File: config.mk
export PLATFORM = sky130hd
export DESIGN_NAME = peecc_seq_ctrl
export DESIGN_NICKNAME = d
export VERILOG_FILES = /design/src/rtl/peecc_seq_ctrl.sv
export SDC_FILE = /design/constraint.sdc
export NUM_CORES = 1
export LEC_CHECK = 0
export ABC_AREA = 0
export BUFFER_PORTS_ARGS = -buffer_cell sky130_fd_sc_hd__buf_2
export CAP_MARGIN = 10
export CORE_MARGIN = 5
export CORE_UTILIZATION = 55
export DETAILED_ROUTE_END_ITERATION = 8
export GPL_ROUTABILITY_DRIVEN = 0
export HOLD_SLACK_MARGIN = 0.05
export MAX_ROUTING_LAYER = met4
export PLACE_DENSITY = 0.86
export SLEW_MARGIN = 20
export SYNTH_ARGS = -nofsm -noshare
export SYNTH_HDL_FRONTEND = slang
export SYNTH_SLANG_ARGS = --single-unit
File: constraint.sdc
create_clock -name clk -period 5.7 [get_ports clk]
set_input_delay 0.855 -clock clk [delete_from_list [all_inputs] [get_ports clk]]
set_output_delay 0.855 -clock clk [all_outputs]
set_load 0.05 [all_outputs]
File: src/rtl/peecc_seq_ctrl.sv
// PEECC measurement sequencer: fills an N-stage pipeline, holds it for a measure window,
// hands off to TX and repeats per run. Optional TX watchdog via PEECC_SEQ_TXTIMEOUT_EN.
module peecc_seq_ctrl #(
  parameter int unsigned N_STAGES   = 5,
  parameter int unsigned CNT_W      = 11,
  parameter int unsigned RUN_W      = 8,
  parameter int unsigned TRIG_START = 1,
  parameter int unsigned TRIG_END   = 3
) (
  input  logic                clk,
  input  logic                reset,
  input  logic                valid_in,
  input  logic                abort,
  input  logic [CNT_W-1:0]    dwell,
  input  logic [RUN_W-1:0]    num_runs,
  input  logic                tx_done,
  output logic [N_STAGES-1:0] stage_en,
  output logic                meas_en,
  output logic                trigger,
  output logic                start_tx,
  output logic                done,
  output logic                busy,
  output logic [RUN_W-1:0]    run_idx,
  output logic                tx_timeout
);

  localparam int unsigned K_W = (N_STAGES > 2) ? $clog2(N_STAGES) : 1;
  localparam logic [CNT_W-1:0] CntOne = CNT_W'(1);
  localparam logic [RUN_W-1:0] RunOne = RUN_W'(1);
  localparam logic [K_W-1:0]   KOne   = K_W'(1);
  localparam logic [K_W-1:0]   KLast  = K_W'(N_STAGES - 1);
  localparam logic [CNT_W-1:0] TrigLo = CNT_W'(TRIG_START);
  localparam logic [CNT_W-1:0] TrigHi = CNT_W'(TRIG_END);

  typedef enum logic [2:0] {StIdle, StFill, StMeas, StTx, StDone} state_e;

  state_e           state_q, state_d;
  logic [K_W-1:0]   stage_q, stage_d;
  logic [CNT_W-1:0] cnt_q, cnt_d;
  logic [CNT_W-1:0] dwell_q, dwell_d;
  logic [RUN_W-1:0] runs_q, runs_d;
  logic [RUN_W-1:0] run_idx_q, run_idx_d;
  logic             tx_timeout_q, tx_timeout_d;
  logic             cnt_last, stage_last, run_last, wdog_hit;

  assign cnt_last   = (cnt_q == dwell_q - CntOne);
  assign stage_last = (stage_q == KLast);
  assign run_last   = (run_idx_q == runs_q - RunOne);

`ifdef PEECC_SEQ_TXTIMEOUT_EN
  // Counts completed TX cycles; timeout fires on the edge where it would reach all-ones.
  localparam logic [CNT_W-1:0] WdogHit = {CNT_W{1'b1}} - CntOne;
  logic [CNT_W-1:0] wdog_q, wdog_d;

  assign wdog_hit = (wdog_q == WdogHit);
  assign wdog_d   = (state_q == StTx) ? wdog_q + CntOne : '0;

  always_ff @(posedge clk or posedge reset) begin
    if (reset) wdog_q <= '0;
    else       wdog_q <= wdog_d;
  end
`else
  assign wdog_hit = 1'b0;
`endif

  always_ff @(posedge clk or posedge reset) begin
    if (reset) begin
      state_q      <= StIdle;
      stage_q      <= '0;
      cnt_q        <= '0;
      dwell_q      <= '0;
      runs_q       <= '0;
      run_idx_q    <= '0;
      tx_timeout_q <= 1'b0;
    end else begin
      state_q      <= state_d;
      stage_q      <= stage_d;
      cnt_q        <= cnt_d;
      dwell_q      <= dwell_d;
      runs_q       <= runs_d;
      run_idx_q    <= run_idx_d;
      tx_timeout_q <= tx_timeout_d;
    end
  end

  always_comb begin
    state_d      = state_q;
    stage_d      = stage_q;
    cnt_d        = cnt_q;
    dwell_d      = dwell_q;
    runs_d       = runs_q;
    run_idx_d    = run_idx_q;
    tx_timeout_d = tx_timeout_q;
    if (abort && (state_q != StIdle)) begin
      // Abort outranks every terminal condition and leaves all outputs cleared.
      state_d      = StIdle;
      stage_d      = '0;
      cnt_d        = '0;
      run_idx_d    = '0;
      tx_timeout_d = 1'b0;
    end else begin
      unique case (state_q)
        StIdle: begin
          if (valid_in && !abort) begin
            state_d      = StFill;
            stage_d      = '0;
            cnt_d        = '0;
            dwell_d      = (dwell == '0) ? CntOne : dwell;
            runs_d       = (num_runs == '0) ? RunOne : num_runs;
            run_idx_d    = '0;
            tx_timeout_d = 1'b0;
          end
        end
        StFill: begin
          if (cnt_last) begin
            cnt_d = '0;
            if (stage_last) begin
              stage_d = '0;
              state_d = StMeas;
            end else begin
              stage_d = stage_q + KOne;
            end
          end else begin
            cnt_d = cnt_q + CntOne;
          end
        end
        StMeas: begin
          if (cnt_last) begin
            cnt_d   = '0;
            state_d = StTx;
          end else begin
            cnt_d = cnt_q + CntOne;
          end
        end
        StTx: begin
          if (tx_done) begin
            if (run_last) begin
              state_d = StDone;
            end else begin
              run_idx_d = run_idx_q + RunOne;
              state_d   = StMeas;
            end
          end else if (wdog_hit) begin
            tx_timeout_d = 1'b1;
            state_d      = StDone;
          end
        end
        StDone:  state_d = StIdle;
        default: state_d = StIdle;
      endcase
    end
  end

  always_comb begin
    stage_en = '0;
    meas_en  = 1'b0;
    trigger  = 1'b0;
    start_tx = 1'b0;
    done     = 1'b0;
    unique case (state_q)
      StFill: begin
        for (int unsigned i = 0; i < N_STAGES; i++) begin
          stage_en[i] = (32'(stage_q) >= i);
        end
        trigger = (stage_q == '0) && (cnt_q >= TrigLo) && (cnt_q <= TrigHi);
      end
      StMeas: begin
        stage_en = '1;
        meas_en  = 1'b1;
      end
      StTx:    start_tx = 1'b1;
      StDone:  done = 1'b1;
      default: ;
    endcase
  end

  assign busy       = (state_q != StIdle);
  assign run_idx    = run_idx_q;
  assign tx_timeout = tx_timeout_q;

endmodule

; ---- Word-level counts from Yosys, hierarchy flattened
; Index checks and enable logic that the tools add are counted.
; Widths: inputs -> output; s select.
[word_totals]
ff_bits = 45
input_bits = 24
out_inout_bits = 19
elab_cells = 86
[op_classes]
addsub = 5
n_lt_le_gt_ge = 6
n_eq_ne = 13
n_mux = 32
n_bitwise = 1
reduce_logical = 22
[ops]
columns = cell, n
row1 = $mux 11, 4
row2 = $mux 8, 5
row3 = $mux 3, 11
row4 = $pmux 11 s2, 1
row5 = $ne 3x3->1 const B, 6
row6 = $pmux 8 s2, 1
row7 = $pmux 3 s4, 1
row8 = $reduce_bool 3->1, 4
row9 = $add 11x1->11 const B, 1
row10 = $eq 11x11->1, 1
row11 = $ge 11x1->1 const B, 1
row12 = $le 11x2->1 const B, 1
row13 = $logic_not 11->1, 1
row14 = $sub 11x1->11 const B, 1
row15 = $pmux 5 s2, 1
row16 = $add 8x1->8 const B, 1
row17 = $eq 8x8->1, 1
row18 = $logic_not 8->1, 1
row19 = $sub 8x1->8 const B, 1
row20 = $mux 1, 7
row21 = $eq 3x2->1 const B, 2
row22 = $eq 3x3->1 const B, 2
row23 = $ge 3x2->1 const B, 2
row24 = $logic_not 3->1, 2
row25 = other kinds (14), 20

; ---- Logic depth before layout (Yosys ltp)
[depth]
depth_word = 6
mapped_depth = 10
depth_no_buf = 9

; ---- Least setup slack after synthesis
; No wires, ideal clock.
[synth_timing]
path_kind = reg2out
start = register state_q[1]
end = output port stage_en[1]
t_arrival_ns = 3.169
t_required_ns = 4.845
slack_ns = 1.676
stages_incl_launch_ff = 6
path_buffers = 1
path_cell_list = dfrtp_1 -> buf_1 -> inv_1 -> nor3_1 -> a21oi_1 -> a31oi_1
[synth_between]
elab_chain_len = 2
word_cells_on_any_way = 3
classes_between = eq/ne: 2 / mux: 1
[synth_rtl]
columns = item, line
row1 = start: declaration, 37  ; state_e state_q, state_d;
row2 = start signal: assignment, 68  ; state_q <= StIdle;
row3 = start signal: assignment, 76  ; state_q <= state_d;
row4 = $eq 3x2->1 or $eq 3x1->1 (tied branches), 160  ; unique case (state_q)
row5 = $pmux 5 s2 (*), 160
row6 = end: declaration, 17  ; output logic [N_STAGES-1:0] stage_en,
; Mark *: on every way between the ends. The rest lies on a longest branch, timed or not.

; ---- Worst setup path after layout
[layout_timing]
start = register state_q[1]
end = output port trigger
[layout_between]
elab_chain_len = 2
[layout_rtl]
columns = item, line
row1 = $eq 3x1->1, 160
row2 = $mux 1, 160
row3 = end: declaration, 19  ; output logic trigger,
; Every way passes these cells.

==> impl_metrics.py <==
metrics = {
    "cts": {
        "clk_pin_slew_ns": 0.09,
        "cts_setup_buffers": 0,
        "clk_path_buf_depth": 2,
        "cts_tree": "built",
        "ctsHtreeMaxLevel": 2,
        "cts_resized": 0,
        "cts_root_buffer": "clkbuf_8",
        "insertion_delay_ns": 0.31,
        "cts_num_sinks": 44,
        "cts_hold_buffers": 0,
        "cts_buffers": 5,
    },
    "global_routing": {
        "grt_max_degree": 45,
        "grt_pass1_wl_mm": 11.58,
        "grt_overflow": 0,
        "grt_pass1_vias": 2629,
        "grt_antenna_before_repair": 0,
        "track_usage_pct": 19.84,
    },
    "final_layout": {
        "drive_gt1_share_pct": 23.22,
        "seqCellArea_sq_um": 1101,
        "final_nets": 399,
        "antenna_cells": 0,
        "mostFrequentLayoutCells": "44 x dfrtp_1, 41 x buf_2, 34 x nand2_1, 26 x nor2_1, 21 x mux2_2",
        "multiInputGateArea_sq_um": 1795,
        "area_growth_pct": 9.330,
        "fillers": 452,
        "layout_commonest_cell": "dfrtp_1",
    },
    "synth": {
        "synthSimpleGateAreaFrac_pct": 23.99,
        "synthAdderAreaFrac_pct": 4.039,
        "syn-num-nets": 366,
        "synth_top_area_share_pct": 35.54,
        "synth.avg_cell_area_sq_um": 9.331,
        "synth_compound_area_share_pct": 13.49,
        "synth_edf_count": 0,
        "synth-seq-area-share_pct": 35.54,
        "ys_ff_latch": 44,
        "synth_xor_area_share_pct": 7.068,
        "synthTopCellsByArea": "dfrtp_1 36%, mux2_2 7.6%, nand2_1 4.1%",
        "syn_area_sq_um": 3098,
        "synth_cell_type_count": 60,
        "async_reset_ff_share_pct": 100.0,
        "synthCells": 332,
        "muxShareOfSynthArea_pct": 9.249,
        "synthFlopType": "dfrtp_1",
        "yosysWarnings": 0,
        "yosys.area.top_type": "dfrtp_1",
        "synth_top_family_by_area": "simple AND/OR/NAND/NOR gates",
    },
    "floorplanning": {
        "coreArea_sq_um": 5507,
        "start_util_pct": 56.26,
        "dieArea_sq_um": 7234,
        "dieHeight_um": 85.05,
        "std_cell_rows": 27,
        "die_x_um": 85.05,
        "io_pins": 43,
    },
    "sta": {
        "timing.final.crit_share_pct": 56.48,
        "finalSetupViolCount": 0,
        "rsz0062_at_grt": "false",
        "final_max_slew_viol_count": 0,
        "tns_ns": 0,
        "fin_ws_ns": 2.481,
        "hold_ws_ns": 0.5432,
        "fmax_ghz": 0.3106,
        "slew_headroom_pct": 38.06,
        "finalHoldViolCount": 0,
        "tightest_slew_ns": 0.9248,
        "clock_skew_ns": 0.01068,
        "fin_crit_ns": 3.219,
    },
    "pwr": {
        "p_per_area_nw_per_um2": 422.4,
        "max-vdd-ir-drop_uv": 230.3,
        "p_leak_nw": 1.541,
    },
    "placed_design": {
        "dp_hpwl_mm": 4.949,
        "portBuffers": 41,
        "post-place-ws_ns": 2.523,
    },
    "setup_path": {
        "crit_chain": "nor2_1 -> nand2_1 -> nor4b_1 -> nand3_1 -> nor3_1 -> buf_2",
        "critical_path_class": "register to primary output",
        "crit_path_start_kind": "register",
        "rrSetupSlack_ns": 2.65,
        "cp_max_fo": 13,
        "endpoint_kind": "primary output",
        "cp.arrival_ns": 2.36,
        "crit_required_ns": 4.85,
        "slowest_delay_ns": 0.56,
        "crit_slowest_cell": "dfrtp_1",
    },
    "detailed_routing": {
        "drtPass1Iterations": 4,
        "antenna_left": 0,
        "wl_per_cell_um": 15.40,
        "routed_wl_mm": 6.746,
        "drt_iter0_drc": 181,
        "drc": 0,
        "num_vias": 2633,
        "drt-vias-per-instance": 6.011,
    },
    "min_path": {
        "hold_class": "register to register",
    },
    "run": {
        "max-cap-violations": 0,
    },
    "status": {
        "outcome": "finished, final reports clean",
    },
}
## layer usage
| layer | part of all wire (%) | GRT usage, % |
|---|---|---|
| met1 | 43 | 23.88 |
| met3 | 5.4 | 3.495 |
| met5 | 0 | - |
| met4 | 2.4 | 8.633 |
| met2 | 49 | 32.56 |
## stage by stage
step | power, W | cell area [sq um] | std cells | util [%]
2_1_floorplan | 0.001060 | 3098 | 332 | -
3_3_place_gp | 0.001144 | 3271 | 430 | 59.40
3_5_place_dp | 0.001178 | 3271 | 430 | 59.40
4_1_cts | 0.001431 | 3387 | 438 | 61.51
5_1_grt | 0.001531 | 3387 | 438 | 61.51
6_report | 0.001431 | 3387 | 438 | 61.51
## power breakdown
part	internal [W]	switching (W)	total, W
registers	0.000395	0.000145	0.000540
clock network	0.000132	0.000116	0.000248
logic	0.000272	0.000371	0.000643
## worst max-delay path, delay by kind of cell (launching register included)
family	cells	cell delay, ns
and+or+nand+nor	5	1.22
DFF	1	0.56
buffers and inverters	1	0.28
## kinds of logic after synthesis
logic type,count (synthesis)
adders and majority gates,10
muxes,26
AOI/OAI and AO/OA,53
and+or+nand+nor,139
other,1
xor gates and xnor gates,25
buffers and inverters,34
DFF,44
## state kept, by name, indices dropped and copies added (netlist names)
signal and count:
cnt_q 11, dwell_q 11, run_idx 8, runs_q 8, stage_q 3, state_q 3
## cells in the mapped netlist (all sizes together), types with 3 or more instances
library cell and n:
or4 4, xnor2 11, mux2i 5, mux2 21, nor2 26, a22o 4, nand2b 3, nor3 11
buf 8, nand2 34, and3 3, nand3b 7, o311ai 4, nor3b 4, inv 17, nor4 12
ha 10, nand3 17, xor2 14, dfrtp 44, a21o 3, a21oi 11, clkbuf 9, a31oi 3
o21ai 11, nor2b 3, nand4 5
## area by class of cell
| type | instances | area share (%) |
|---|---|---|
| flip-flops and latches | 44 | 32.51 |
| well taps | 72 | 2.660 |
| multi-input cells | 254 | 53.01 |
| clock inverters | 3 | 1.404 |
| repair buffers | 43 | 6.502 |
| clock buffers | 5 | 2.032 |
| inverters | 17 | 1.884 |
## worst paths after layout
check                      depth (start not counted)     endpoint         from
setup reg to reg                                   6   run_idx[3]   state_q[0]
max in group asynchronous                          3     cnt_q[5]        reset
setup / recovery                                   6      trigger   state_q[1]
min in group asynchronous                          3    runs_q[5]        reset
hold / removal                                     1  dwell_q[10]  dwell_q[10]
hold reg to reg                                    1  dwell_q[10]  dwell_q[10]
No activity file was read; power rests on OpenSTA's default activity.
